### config.mk
export PLATFORM = sky130hd
export DESIGN_NAME = bit_serial_subtractor
export DESIGN_NICKNAME = d
export VERILOG_FILES = /design/src/rtl/bit_serial_pkg.sv /design/src/rtl/full_subtractor.sv /design/src/rtl/bit_serial_subtractor.sv
export SDC_FILE = /design/constraint.sdc
export NUM_CORES = 1
export LEC_CHECK = 0
export CAP_MARGIN = 20
export CORE_ASPECT_RATIO = 1.25
export CORE_MARGIN = 5
export CORE_UTILIZATION = 36
export DETAILED_ROUTE_END_ITERATION = 12
export GPL_TIMING_DRIVEN = 0
export PLACE_DENSITY = 0.61
export SYNTH_ARGS = -nofsm -noshare
export SYNTH_HDL_FRONTEND = slang
export SYNTH_HIERARCHICAL = 1
export SYNTH_SLANG_ARGS = --single-unit
### constraint.sdc
create_clock -name clk -period 3.6 [get_ports clk]
set_input_delay 0.36 -clock clk [delete_from_list [all_inputs] [get_ports clk]]
set_output_delay 0.36 -clock clk [all_outputs]
set_load 0.03 [all_outputs]
### src/rtl/bit_serial_pkg.sv
// Shared types and constants for the bit-serial arithmetic blocks.
package bit_serial_pkg;

  typedef enum logic {
    IDLE = 1'b0,
    RUN  = 1'b1
  } bss_state_t;

  localparam int BSS_DEFAULT_WIDTH = 8;

endpackage

### src/rtl/full_subtractor.sv
// Combinational 1-bit full-subtractor cell: d = x - y - bin, with borrow out.
module full_subtractor (
  input  logic x,
  input  logic y,
  input  logic bin,
  output logic d,
  output logic bout
);

  assign d    = x ^ y ^ bin;
  assign bout = (~x & y) | (~(x ^ y) & bin);

endmodule

### src/rtl/bit_serial_subtractor.sv
// Bit-serial unsigned subtractor (a - b, LSB first) with start/done handshake.
// Optional signed-overflow output enabled by BIT_SERIAL_SUBTRACTOR_OVF_EN.
module bit_serial_subtractor
  import bit_serial_pkg::*;
#(
  parameter int WIDTH = BSS_DEFAULT_WIDTH
) (
  input  logic             clk,
  input  logic             clr_n,
  input  logic             start,
  input  logic [WIDTH-1:0] a,
  input  logic [WIDTH-1:0] b,
  output logic [WIDTH-1:0] diff,
  output logic             bout,
  output logic             busy,
  output logic             done
`ifdef BIT_SERIAL_SUBTRACTOR_OVF_EN
  ,
  output logic             ovf
`endif
);

  localparam int CNT_W = $clog2(WIDTH);
  localparam logic [CNT_W-1:0] LAST_BIT = CNT_W'(WIDTH - 1);

  bss_state_t       state;
  logic [WIDTH-1:0] sa;
  logic [WIDTH-1:0] sb;
  logic [WIDTH-2:0] sd;
  logic             br;
  logic [CNT_W-1:0] cnt;

  logic             d;
  logic             bn;
  logic [WIDTH-1:0] sd_shift;

`ifdef BIT_SERIAL_SUBTRACTOR_OVF_EN
  logic a_msb;
  logic b_msb;
`endif

  full_subtractor u_cell (
    .x   (sa[0]),
    .y   (sb[0]),
    .bin (br),
    .d   (d),
    .bout(bn)
  );

  // The new bit enters at the top; the low bit falls off into the result on the last edge.
  assign sd_shift = {d, sd};

  // NOTE: every state element here uses <= so all flops see pre-edge values;
  // blocking assignments would let the shift registers race each other.
  always_ff @(posedge clk or negedge clr_n) begin
    if (!clr_n) begin
      state <= IDLE;
      sa    <= '0;
      sb    <= '0;
      sd    <= '0;
      br    <= 1'b0;
      cnt   <= '0;
      diff  <= '0;
      bout  <= 1'b0;
      busy  <= 1'b0;
      done  <= 1'b0;
`ifdef BIT_SERIAL_SUBTRACTOR_OVF_EN
      a_msb <= 1'b0;
      b_msb <= 1'b0;
      ovf   <= 1'b0;
`endif
    end else begin
      done <= 1'b0;
      unique case (state)
        IDLE: begin
          if (start) begin
            sa    <= a;
            sb    <= b;
            br    <= 1'b0;
            cnt   <= '0;
            busy  <= 1'b1;
            state <= RUN;
`ifdef BIT_SERIAL_SUBTRACTOR_OVF_EN
            a_msb <= a[WIDTH-1];
            b_msb <= b[WIDTH-1];
`endif
          end
        end
        RUN: begin
          sa  <= sa >> 1;
          sb  <= sb >> 1;
          sd  <= sd_shift[WIDTH-1:1];
          br  <= bn;
          cnt <= cnt + 1'b1;
          if (cnt == LAST_BIT) begin
            diff  <= sd_shift;
            bout  <= bn;
            done  <= 1'b1;
            busy  <= 1'b0;
            state <= IDLE;
`ifdef BIT_SERIAL_SUBTRACTOR_OVF_EN
            ovf   <= (a_msb ^ b_msb) & (a_msb ^ d);
`endif
          end
        end
        default: state <= IDLE;
      endcase
    end
  end

endmodule

**Word level (Yosys, flattened, before mapping)**

Cells that the tools add are included.

- Register bits after elaboration: 39
- Input port bits: 19
- Output and inout port bits: 11
- Word-level logic and storage cells: 40

- Add/sub/neg operators: 1
- Eq/ne operators: 3
- Mux-type cells: 16
- Bitwise logic cells: 8
- Reduce and logical (&&, ||, !) cells: 2

Operator list:

| operator | number |
|---|---|
| case mux 8 bit (2 select lines) | 2 |
| 2-to-1 mux 8 bit | 2 |
| 2-to-1 mux 1 bit | 7 |
| case mux 1 bit (2 select lines) | 3 |
| case mux 3 bit (2 select lines) | 1 |
| AND reduction 2 bit | 2 |
| adder 3 x 1 -> 3 bit, second input constant | 1 |
| equality test 3 bit, second input constant | 1 |
| 2-to-1 mux 3 bit | 1 |
| NOT 1 bit | 3 |
| bitwise AND 1 bit | 2 |
| inequality test 2 x 1 -> 1 bit, second input constant | 1 |
| inequality test 2 bit, second input constant | 1 |
| bitwise XOR 1 bit | 2 |
| OR 1 bit | 1 |

**Depth between registers and ports, before layout**

- Depth after elaboration: 5
- Mapped depth: 4
- Gate-level depth less buffers: 4

**Cells and area by module**

The synthesis kept the hierarchy.

Modules (own cells, without submodules):

| module | times used | cells an instance | area each (sq um) | sequential area each (sq um) |
|---|---|---|---|---|
| bit_serial_subtractor | 1 | 123 | 1,690.4 | 975.9 |
| full_subtractor | 1 | 4 | 31.3 | 0.0 |

**Worst setup path after synthesis**

OpenSTA, ideal clock, no wires.

- Kind: flip-flop to flip-flop
- Start point: register cnt[0]
- End point: register bout
- Setup time: 0.125 ns
- Arrival time: 1.267 ns
- Data required time: 3.475 ns
- Path slack: 2.208 ns
- Stages on the path, launching flop included: 5
- Path buffers: 0
- Clock period less this slack: 1.392 ns
- Path through: dfrtp_1 -> ha_1 -> ha_1 -> nand2_8 -> mux2_4

- Longest elaborated chain between the ends: 2

Ends and longest elaborated chain:

| what | line | RTL |
|---|---|---|
| start, declared | bit_serial_subtractor.sv:31 | `logic [CNT_W-1:0] cnt;` |
| start signal, assigned | bit_serial_subtractor.sv:94 | `cnt <= cnt + 1'b1;` |
| equality test 3 bit | bit_serial_subtractor.sv:95 | `if (cnt == LAST_BIT) begin` |
| AND reduction 2 bit (no line) | -- |  |
| end signal, assigned | bit_serial_subtractor.sv:97 | `bout <= bn;` |
| end, declared | bit_serial_subtractor.sv:14 | `output logic bout,` |

No other way between the ends.
A chain may end at the register's enable or synchronous reset.

**Worst setup path after layout**

- Start point: register busy
- End point: output port busy

RTL lines:

| what | line | RTL |
|---|---|---|
| start, declared | bit_serial_subtractor.sv:15 | `output logic busy,` |
| start signal, assigned | bit_serial_subtractor.sv:65 | `busy <= 1'b0;` |
| start signal, assigned | bit_serial_subtractor.sv:81 | `busy <= 1'b1;` |
| start signal, assigned | bit_serial_subtractor.sv:99 | `busy <= 1'b0;` |

No word-level cell between the ends.

==> impl_table.tex <==
\begin{tabular}{lr}
\hline
Metric & Value \\
\hline
\multicolumn{2}{l}{\textbf{Synthesis}} \\
Netlist area before placement & 1720 sq um \\
Warnings, synthesis & 6 \\
Area share of fa/ha/maj cells after synthesis & 0.0334 \\
Basic-gate share of the synthesized area counting and, or, nand and nor cells & 0.0545 \\
Synthesized netlist cell count & 127 \\
\#FFs+latches synth & 39 \\
Average cell area after synthesis & 13.6 sq um \\
Post-synthesis compound-gate area fraction & 0.0625 \\
Net count of the mapped netlist & 150 \\
Part of the Yosys area used for sequential elements & 0.567 \\
Combinational family with the most area after synthesis & multiplexers \\
Count of different cell masters after synthesis & 20 \\
Share of the synthesized netlist area taken by xor and xnor gates & 0 \\
Share of synthesized area spent on multiplexers & 0.232 \\
\multicolumn{2}{l}{\textbf{Clock tree}} \\
H-tree levels & 2 \\
Clk slew on worst S/H paths & 0.08 ns \\
CTS buffer count & 5 \\
Clock latency reported for the late side of the worst-skew pair & 0.29 ns \\
Number of clock sinks & 39 \\
Post-CTS resize count & 0 \\
Clock root cell & sky130\_fd\_sc\_hd\_\_clkbuf\_8 \\
CTS hold repair buffers & 0 \\
Post-CTS setup buffer count & 0 \\
CTS tree & yes \\
Maximum count of clock buffers along a single path & 2 \\
\multicolumn{2}{l}{\textbf{GRT}} \\
Total track usage & 0.114 \\
Vias in the first global route & 1158 \\
Global-route wire length before repair & 5.44 mm \\
Initial antenna violation count & 0 \\
Largest net degree at the start of global routing & 40 \\
Total overflow reported by the global router & 0 \\
\multicolumn{2}{l}{\textbf{Worst hold path}} \\
Worst min path class & input port to asynchronous set/reset pin \\
\multicolumn{2}{l}{\textbf{Pwr}} \\
PnR Total Power & 0.00199 W \\
Max VDD drop & 0.000294 V \\
Net switching fraction of the power & 0.325 \\
Flop pwr share & 0.376 \\
P\_leak & 1.06 nW \\
Power per cell area & 901 nW/um\^{}2 \\
Psw & 0.000646 W \\
Internal power & 0.00134 W \\
Share of total power in combinational logic & 0.409 \\
Share of power burned in the clock network & 0.216 \\
\multicolumn{2}{l}{\textbf{Final layout}} \\
NumNets Final & 185 \\
Commonest non-fill, non-tap cells in the layout & 39 x sky130\_fd\_sc\_hd\_\_dfrtp\_1, 27 x sky130\_fd\_sc\_hd\_\_clkdlybuf4s50\_1, 17 x sky130\_fd\_sc\_hd\_\_mux2i\_1, 14 x sky130\_fd\_sc\_hd\_\_nand2\_1, 13 x sky130\_fd\_sc\_hd\_\_mux2\_4 \\
Count of filler cells inserted in the layout & 449 \\
Cell area after layout & 2200 sq um \\
Most common library cell in the layout ignoring fill and taps & sky130\_fd\_sc\_hd\_\_dfrtp\_1 \\
Area delta synth->final & 28.1\% \\
Number of standard cells in the layout, taps in and fillers out & 223 \\
\# diodes & 0 \\
Fraction of layout cells with a size suffix above 1 & 0.196 \\
\multicolumn{2}{l}{\textbf{Setup path}} \\
Buffer and inverter count on the worst path & 1 \\
Timing startpoint of the critical path & busy \\
Biggest cell delay along the critical path & 0.68 ns \\
Startpoint of the most critical register-to-register path & cnt[0] \\
Required time at the worst-slack endpoint & 3.24 ns \\
Crit-path leading delay family & buffers and inverters \\
Endpoint class of the critical path & primary output \\
WP data arrival & 1.33 ns \\
Reg2Reg Capture Point & diff[6] \\
Critical path depth in cells & 1 \\
Worst Setup Start Kind & flip-flop \\
Register-to-register path setup slack & 2.13 ns \\
Worst-path cell chain & clkdlybuf4s50\_1 \\
Master of the slowest instance on the critical path & sky130\_fd\_sc\_hd\_\_clkdlybuf4s50\_1 \\
Capture point of the critical path & busy \\
Max FO, Critical Path & 3 \\
FF-to-FF path depth & 4 \\
Critical Setup Path Class & flip-flop to primary output \\
\multicolumn{2}{l}{\textbf{STA}} \\
Slew @ Worst Pin & 0.873 ns \\
Total count of hold-check failures in the final report & 0 \\
Setup Total Neg Slack & 0 ns \\
Post-route minimum period & 1.69 ns \\
Final worst hold slack & 0.186 ns \\
Pins over their slew limit & 0 \\
Relative slew slack & 0.418 \\
Setup-violating endpoint count in the final report & 0 \\
Timing-limited maximum frequency & 591 MHz \\
Worst clock skew & 0.00712 ns \\
Unrepaired setup endpoints after global routing & no \\
Post-route fraction of the period consumed by the critical path & 0.470 \\
\multicolumn{2}{l}{\textbf{Floorplanning}} \\
Die Width & 71.9 microns \\
Std cell rows & 28 \\
Die Y-Extent & 87.3 microns \\
Total I/O pin count & 30 \\
Area of the core region & 4690 sq um \\
Effective utilization at floorplan & 0.367 \\
Die area & 6270 sq um \\
\multicolumn{2}{l}{\textbf{Drt}} \\
Met2 Routed Length & 1.49 mm \\
Antenna viol nets, final & 0 \\
Detailed Routing Iterations Pass 1 & 4 \\
Via-to-Cell Ratio & 4.73 \\
Routed wire length & 3.11 mm \\
Via count & 1055 \\
Post-route met1 wirelength & 1.38 mm \\
Number of design-rule violations left by the first detailed-router iteration & 43 \\
Max Used Layer & met4 \\
Routed WL per cell & 14.0 microns \\
Post-route DRC & 0 \\
Length of routed met3 wiring & 190 microns \\
\multicolumn{2}{l}{\textbf{Outcome}} \\
Status & complete, no violations \\
\multicolumn{2}{l}{\textbf{Placed design}} \\
Final RePlAce weighted congestion & 0.761 \\
Count of port buffers added during placement & 28 \\
Post-detailed-placement half-perimeter wirelength & 2.18 mm \\
Dpl cells & 215 \\
Placement Cell Area & 2070 sq um \\
\multicolumn{2}{l}{\textbf{Job}} \\
Number of max-cap violations & 0 \\
\hline
\end{tabular}
-- cell type report --
type / instances / area (sq um) / area share
clock inverters: 2 / 60.1 / 0.0272
clock buffers: 6 / 72.6 / 0.0329
multi-input cells: 76 / 658 / 0.299
plain buffers: 7 / 68.8 / 0.0312
inverters: 5 / 18.8 / 0.00851
flip-flops and latches: 39 / 976 / 0.443
well taps: 60 / 75.1 / 0.0341
repair buffers: 28 / 275 / 0.125
-- per-stage QoR --
step | util | setup WS (ns)
floorplan | - | 2.21
global placement | 0.442 | 1.26
detailed placement | 0.441 | 2.14
CTS | 0.470 | 1.89
global route | 0.470 | 1.85
finish | 0.470 | 1.91
-- cell families after synthesis --
family                     Yosys count
AOI/OAI and AO/OA                   19
adders and majority gates            4
and+or+nand+nor                     20
DFF                                 39
muxes                               33
buffers and inverters               12
-- power groups by stage --
stage	combinational [W]	sequential, W	clock (W)
finish	0.000812	0.000747	0.000429
global route	0.000885	0.000775	0.000461
CTS	0.000827	0.000751	0.000438
detailed placement	0.000825	0.000759	0
global placement	0.000806	0.000749	0
floorplan	0.000478	0.000846	0
-- synth_stat cells (all sizes together) --
library cell,number,area share
dfrtp,39,0.57
a21oi,1,0.0029
nor2,4,0.0087
nand2,15,0.042
clkbuf,1,0.0029
a22o,3,0.015
nand2b,1,0.0036
mux2,16,0.13
fa,1,0.012
o21ai,14,0.041
inv,5,0.011
ha,3,0.022
buf,6,0.037
o22ai,1,0.0036
mux2i,17,0.099
-- layer usage --
metal  vias to the layer above  track usage
li1                        498            -
met1                       519        0.141
met2                        32        0.173
met3                         6       0.0450
met4                         0       0.0513
met5                         -            0
-- how the worst min path moves through the flow --
stage	startpoint	endpoint
global route	clr_n	diff[4]
finish	clr_n	sd[3]
CTS	clr_n	diff[4]
global placement	sb[5]	sb[4]
floorplan	clr_n	bout
detailed placement	sa[1]	sa[0]
-- flip-flops by register name, summed over array words and instances, names as in the netlist, 3 cells and up --
register,cells
cnt,3
diff,8
sa,8
sb,8
sd,7
No activity file was read; power rests on OpenSTA's default activity.
